`config.mk`:
```
export PLATFORM = sky130hd
export DESIGN_NAME = tlul_host_arbiter
export DESIGN_NICKNAME = d
export VERILOG_FILES = /design/src/rtl/tlul_host_arbiter.sv
export SDC_FILE = /design/constraint.sdc
export NUM_CORES = 1
export LEC_CHECK = 0
export BUFFER_PORTS_ARGS = -buffer_cell sky130_fd_sc_hd__buf_4
export CORE_UTILIZATION = 50
export CTS_CLUSTER_DIAMETER = 200
export CTS_CLUSTER_SIZE = 30
export DETAILED_ROUTE_END_ITERATION = 12
export PLACE_DENSITY = 0.86
export SETUP_SLACK_MARGIN = 0.15
export SYNTH_ARGS = -nofsm -noshare
export SYNTH_HDL_FRONTEND = slang
export SYNTH_SLANG_ARGS = --single-unit
```
`constraint.sdc`:
```
create_clock -name clk_i -period 5.2 [get_ports clk_i]
set_clock_uncertainty 0.2 [all_clocks]
set_input_delay 0.78 -clock clk_i [delete_from_list [all_inputs] [get_ports clk_i]]
set_output_delay 0.78 -clock clk_i [all_outputs]
set_load 0.01 [all_outputs]
```
`src/rtl/tlul_host_arbiter.sv`:
```
`default_nettype none
// =============================================================================
// tlul_host_arbiter -- two-requester round-robin TL-UL host arbiter, one
// outstanding transaction. Optional D-channel timeout: TLUL_ARB_TIMEOUT_EN.
// Revision: 1.0
// =============================================================================
module tlul_host_arbiter #(
  parameter int AW      = 12,
  parameter int DW      = 32,
  parameter int TIMEOUT = 255
) (
  input  logic          clk_i,
  input  logic          rst_ni,

  input  logic          req0_valid_i,
  input  logic [2:0]    req0_opcode_i,
  input  logic [AW-1:0] req0_address_i,
  input  logic [DW-1:0] req0_data_i,
  output logic          req0_ready_o,

  input  logic          req1_valid_i,
  input  logic [2:0]    req1_opcode_i,
  input  logic [AW-1:0] req1_address_i,
  input  logic [DW-1:0] req1_data_i,
  output logic          req1_ready_o,

  output logic          rsp0_valid_o,
  output logic [DW-1:0] rsp0_data_o,
  output logic          rsp0_error_o,

  output logic          rsp1_valid_o,
  output logic [DW-1:0] rsp1_data_o,
  output logic          rsp1_error_o,

  output logic          a_valid_o,
  input  logic          a_ready_i,
  output logic [2:0]    a_opcode_o,
  output logic [AW-1:0] a_address_o,
  output logic [DW-1:0] a_data_o,
  output logic [1:0]    a_size_o,
  output logic [3:0]    a_mask_o,
  output logic          a_source_o,

  input  logic          d_valid_i,
  output logic          d_ready_o,
  input  logic [DW-1:0] d_data_i,
  input  logic          d_error_i,
  input  logic          d_source_i
);

  typedef enum logic [1:0] {
    IDLE   = 2'd0,
    A_SEND = 2'd1,
    D_WAIT = 2'd2
  } state_e;

  if (TIMEOUT < 1 || TIMEOUT > 255) begin : g_timeout_range
    $error("TIMEOUT must fit the 8-bit response counter");
  end

  state_e        state_q;
  logic          ptr_q;
  logic          idx_q;
  logic [2:0]    opcode_q;
  logic [AW-1:0] address_q;
  logic [DW-1:0] data_q;
  logic          rsp0_valid_q;
  logic          rsp1_valid_q;
  logic [DW-1:0] rsp0_data_q;
  logic [DW-1:0] rsp1_data_q;
  logic          rsp0_error_q;
  logic          rsp1_error_q;

  logic          any_req;
  logic          grant_idx;
  logic          d_match;
  logic          timeout;
  logic          done;
  logic [DW-1:0] done_data;
  logic          done_error;

  assign any_req   = req0_valid_i | req1_valid_i;
  // The pointer only matters when both requesters compete.
  assign grant_idx = (req0_valid_i & req1_valid_i) ? ptr_q : req1_valid_i;
  assign d_match   = d_valid_i & (d_source_i == idx_q);

`ifdef TLUL_ARB_TIMEOUT_EN
  localparam logic [7:0] TIMEOUT_CNT = 8'(TIMEOUT);
  logic [7:0] cnt_q;
  assign timeout = (cnt_q == TIMEOUT_CNT);
`else
  assign timeout = 1'b0;
`endif

  // A matching beat in the same cycle as expiry wins over the timeout.
  assign done       = (state_q == D_WAIT) & (d_match | timeout);
  assign done_data  = d_match ? d_data_i  : '0;
  assign done_error = d_match ? d_error_i : 1'b1;

  always_ff @(posedge clk_i or negedge rst_ni) begin
    if (!rst_ni) begin
      state_q      <= IDLE;
      ptr_q        <= 1'b0;
      idx_q        <= 1'b0;
      opcode_q     <= '0;
      address_q    <= '0;
      data_q       <= '0;
      rsp0_valid_q <= 1'b0;
      rsp1_valid_q <= 1'b0;
      rsp0_data_q  <= '0;
      rsp1_data_q  <= '0;
      rsp0_error_q <= 1'b0;
      rsp1_error_q <= 1'b0;
`ifdef TLUL_ARB_TIMEOUT_EN
      cnt_q        <= 8'd0;
`endif
    end else begin
      rsp0_valid_q <= 1'b0;
      rsp1_valid_q <= 1'b0;
      case (state_q)
        IDLE: begin
          if (any_req) begin
            idx_q     <= grant_idx;
            opcode_q  <= grant_idx ? req1_opcode_i  : req0_opcode_i;
            address_q <= grant_idx ? req1_address_i : req0_address_i;
            data_q    <= grant_idx ? req1_data_i    : req0_data_i;
            state_q   <= A_SEND;
          end
        end
        A_SEND: begin
          if (a_ready_i) begin
            state_q <= D_WAIT;
`ifdef TLUL_ARB_TIMEOUT_EN
            cnt_q   <= 8'd0;
`endif
          end
        end
        D_WAIT: begin
          if (done) begin
            if (idx_q) begin
              rsp1_valid_q <= 1'b1;
              rsp1_data_q  <= done_data;
              rsp1_error_q <= done_error;
            end else begin
              rsp0_valid_q <= 1'b1;
              rsp0_data_q  <= done_data;
              rsp0_error_q <= done_error;
            end
            ptr_q   <= ~idx_q;
            state_q <= IDLE;
          end else begin
`ifdef TLUL_ARB_TIMEOUT_EN
            cnt_q <= cnt_q + 8'd1;
`endif
          end
        end
        default: state_q <= IDLE;
      endcase
    end
  end

  // Acceptance must fall in the grant cycle itself, so ready is decoded, not registered.
  assign req0_ready_o = rst_ni & (state_q == IDLE) & any_req & ~grant_idx;
  assign req1_ready_o = rst_ni & (state_q == IDLE) & any_req &  grant_idx;

  assign rsp0_valid_o = rsp0_valid_q;
  assign rsp0_data_o  = rsp0_data_q;
  assign rsp0_error_o = rsp0_error_q;
  assign rsp1_valid_o = rsp1_valid_q;
  assign rsp1_data_o  = rsp1_data_q;
  assign rsp1_error_o = rsp1_error_q;

  assign a_valid_o   = (state_q == A_SEND);
  assign a_opcode_o  = opcode_q;
  assign a_address_o = address_q;
  assign a_data_o    = data_q;
  assign a_size_o    = 2'b10;
  assign a_mask_o    = 4'hF;
  assign a_source_o  = idx_q;

  assign d_ready_o   = (state_q == D_WAIT);

endmodule
`default_nettype wire

```
Word level (Yosys, flattened, before mapping)
Index checks and enable logic that the tools add are counted.

Bits in registers: 119. Bits in latches: 0. Memory bits (writable): 0. ROM bits: 0. Input bits: 134. Output and inout bits: 126. Logic and storage cells: 50. Memories kept: 0.

Add/sub/neg operators: 0. Multiply operators: 0. Div/mod/pow operators: 0. Order comparisons: 0. Eq/ne operators: 6. Shift operators: 0. Muxes and demuxes: 16. Bitwise gates (word level): 10. Reductions and logical operators: 6.

Operators with widths (number): $mux W32 (2); $mux W12 (1); $reduce_and A3 Y1 (3); $mux W1 (8); $and A1 B1 Y1 (7); $mux W2 (3); $pmux W2 S3 (1); $ne A2 B1 Y1 const B (2); $reduce_and A2 Y1 (2); $mux W3 (1); $eq A2 B1 Y1 const B (1); $eq A2 B2 Y1 const B (1); $logic_not A2 Y1 (1); $ne A2 B2 Y1 const B (1); $not A1 Y1 (2); $eq A1 B1 Y1 (1); $or A1 B1 Y1 (1).

Longest topological paths before layout
Word-level depth: 5. Mapped depth: 6. Gate-level depth less buffers: 4.

Worst setup path before layout
OpenSTA, ideal clock, no wires.

Path type: input port to output port. Start: in req0_valid_i. End: out req0_ready_o. Arrival time: 1612 ps. Data required time: 4220 ps. Setup slack: 2608 ps. Stages: 4. Buffers on the path: 1. Cell sequence: nor2b_1 > clkbuf_1 > nor2_1 > nor3b_1.

Longest elaborated chain between the ends: 4. Elaborated cells between the ends (all ways): 6. Those cells by class: mux (1); bitwise (5).

RTL lines: from (decl) (line 15) `input logic req0_valid_i,`; $and A1 B1 Y1 (line 84) `assign grant_idx = (req0_valid_i & req1_valid_i) ? ptr_q : req1_valid_i;`; $mux W1 (line 84); $not A1 Y1 (line 163) `assign req0_ready_o = rst_ni & (state_q == IDLE) & any_req & ~grant_idx;`; $and A1 B1 Y1 * (line 163); to (decl) (line 19) `output logic req0_ready_o,`.

Mark *: on every way between the ends. The rest lies on a longest branch, timed or not.

Worst setup path in the final report
Start: in req1_valid_i. End: out req0_ready_o.

Longest elaborated chain between the ends: 4. Elaborated cells between the ends (all ways): 6. Those cells by class: mux (1); bitwise (5).

RTL lines: from (decl) (line 21) `input logic req1_valid_i,`; $and A1 B1 Y1 (line 84); $mux W1 (line 84); $not A1 Y1 (line 163); $and A1 B1 Y1 * (line 163).

Marks and branches as above.

==> results.toml <==
[timing]
min_period_ps = 3630
tightest_slew_ps = 1120
setup_violations = 0
tns_ps = 0
finalMaxSlewViolations = 0
holdWs_ps = 68.5
slew_headroom_pct = 25.0
max_freq_mhz = 276
finalCritPeriodShare_pct = 69.7
hold_violations = 0
rsz0062_at_grt = "no"

[yosys]
seq_area_frac_synth_pct = 56.8
syn_inst = 449
async_flop_share_pct = 100
yosysWarnings = 0
syn_area_per_cell_um2 = 11.7
synthFlopType = "dfrtp_1"
synth_area_um2 = 5240
synth.distinct_cells = 30
synth.ff_latch_count = 119
synth_edf_count = 0

[die]
die_x_um = 104
coreArea_um2 = 10200
die_height_um = 104
die-area_um2 = 10900
ioPinCount = 260
rows = 37
start_util_pct = 51.2

[worst_setup_path]
cp-end-kind = "primary output"
regToRegEndpoint = "a_address_o[4]"
timing.rr.start = "state_q[0]"
cp-endpoint = "req0_ready_o"
arrival_ps = 2650
cp-start-kind = "input pin"
crit_start = "req1_valid_i"
cp_max_fo = 49
rr_worst_depth = 4
required_ps = 4220
critPathKind = "in2out"
regToRegSetupSlack_ps = 2300

[cts]
cts_tree = "yes"
holdBufCountCts = 0
htreeDepth = 4
cts_setup_buffers = 0
cts_buffers = 17
cts_buffer_depth = 2
cts.sinks = 119
clk_pin_slew_ps = 60
cts.repair.resized = 0
cts-root-buf = "clkbuf_8"
clock_latency_ps = 500

[detailed_routing]
drt-total-wl_um = 15700
ant_nets = 0
detail_route.wl_per_cell_um = 18.9
drc_errors = 0
drt_iter0_drc = 184
avgViaCountPerCell = 5.67
vias = 4698
first_pass_iters = 5

[placed_design]
dp_cells = 797
globalplace.congestion = 0.855
io_buffers = 253
dp_hpwl_um = 10800

[finish]
fin_util_pct = 75.2
num_antenna_cells = 0
syn_to_final_growth_pct = 46.9
layout-drive-gt1-share_pct = 51.9
layout.cells.non_filler = 829
layout.nets = 814

[grt]
grt_pass1_wl_um = 25100
grt_usage_pct = 29.5
first_global_vias = 4979
overflow = 0
antenna_found_initial = 0
grt_max_degree = 76

[pwr]
ir_worst_vdd_mv = 0.281
power_density_nw_per_um2 = 604
leakage_uw = 0.00379
total_power_uw = 4650

[job]
drv_cap = 0

[run_status]
status = "complete, no violations"

[worst_hold_path]
worstHoldPathType = "in2async"
## final cells by class
class	count	area, µm²
inverter	3	11.3
timing repair buffer	257	1930
tap	136	170
sequential	119	2980
fill	674	2530
clock inverter	11	126
multi-input combinational	282	2040
clock buffer	21	439
## report_power, final
part	total, µW	internal [µW]	switching, µW
clock	1100	694	408
sequential	1680	1380	305
combinational	1860	1020	840
total	4650	3100	1550
## critical path, stage by stage
cell and delay [ps]:
buf_4 410, or2_2 490, buf_4 380, nand2_1 150, nor3b_1 250, buf_4 160
## layer usage
layer | GRT usage (%) | vias up | wire length (µm)
li1 | - | 2093 | -
met2 | 50.4 | 268 | 8000
met5 | 0 | - | 0
met3 | 8.52 | 33 | 1250
met4 | 12.0 | 0 | 403
met1 | 34.9 | 2304 | 6030
## cell usage in the layout, fill, tap and decap left out, types with 2 or more instances in the layout
cell        Yosys  layout
a21oi_1        47      47
a22o_1          2       2
a31oi_1        47      47
buf_4           6     257
bufinv_16       0       2
clkbuf_1       28       3
clkbuf_16       0      16
clkbuf_8        0       2
clkinv_2        0       2
clkinv_4        0       3
clkinvlp_4      0       4
conb_1          2       6
dfrtp_1       119     119
inv_1           2       2
mux2_2         37      37
mux2_4         29      29
nand2_1         3       3
nand3_1        47      47
nor2_4          0       2
o21ai_0        48      48
## through the flow
stage / worst slack (ps) / cell area [µm²]
6_report: 1570 / 7700
5_1_grt: 1460 / 7700
4_1_cts: 1610 / 7700
3_3_place_gp: 1700 / 7130
2_1_floorplan: 2610 / 5250
3_5_place_dp: 1630 / 7130
## how the worst min path moves through the flow
| stage | cells after the start | from | end |
|---|---|---|---|
| 6_report | 1 | rst_ni | rsp0_data_o[16] |
| 5_1_grt | 1 | rst_ni | rsp0_data_o[16] |
| 4_1_cts | 1 | rst_ni | rsp0_data_o[16] |
| 3_5_place_dp | 1 | rsp0_data_o[3] | rsp0_data_o[3] |
| 3_3_place_gp | 1 | rsp0_data_o[31] | rsp0_data_o[31] |
| 2_1_floorplan | 0 | rst_ni | a_address_o[0] |
## Yosys cell counts (3+ instances only)
library cell	count	area [µm²]
nand2_1	3	11.3
clkbuf_1	28	105
o21ai_0	48	240
buf_4	6	45.0
buf_2	9	45.0
buf_1	3	11.3
dfrtp_1	119	2980
a31oi_1	47	294
mux2_2	37	417
a21oi_1	47	235
mux2_4	29	435
nand3_1	47	235
buf_6	3	33.8
## cell families after synthesis
family          Yosys count  synth area share (%)
buf+inv                  52                  4.80
other cells               2                 0.143
mux                      66                  16.3
flops                   119                  56.8
compound gates          146                  15.3
simple gates             63                  6.45
xor+xnor                  1                 0.167
## flip-flops by register name, summed over array words and instances (netlist names), 2 cells and up
register and flops:
rsp0_data_o 32, state_q 2, rsp1_data_o 32, a_data_o 32, a_address_o 12, a_opcode_o 3
(Power assumes the default switching activity.)
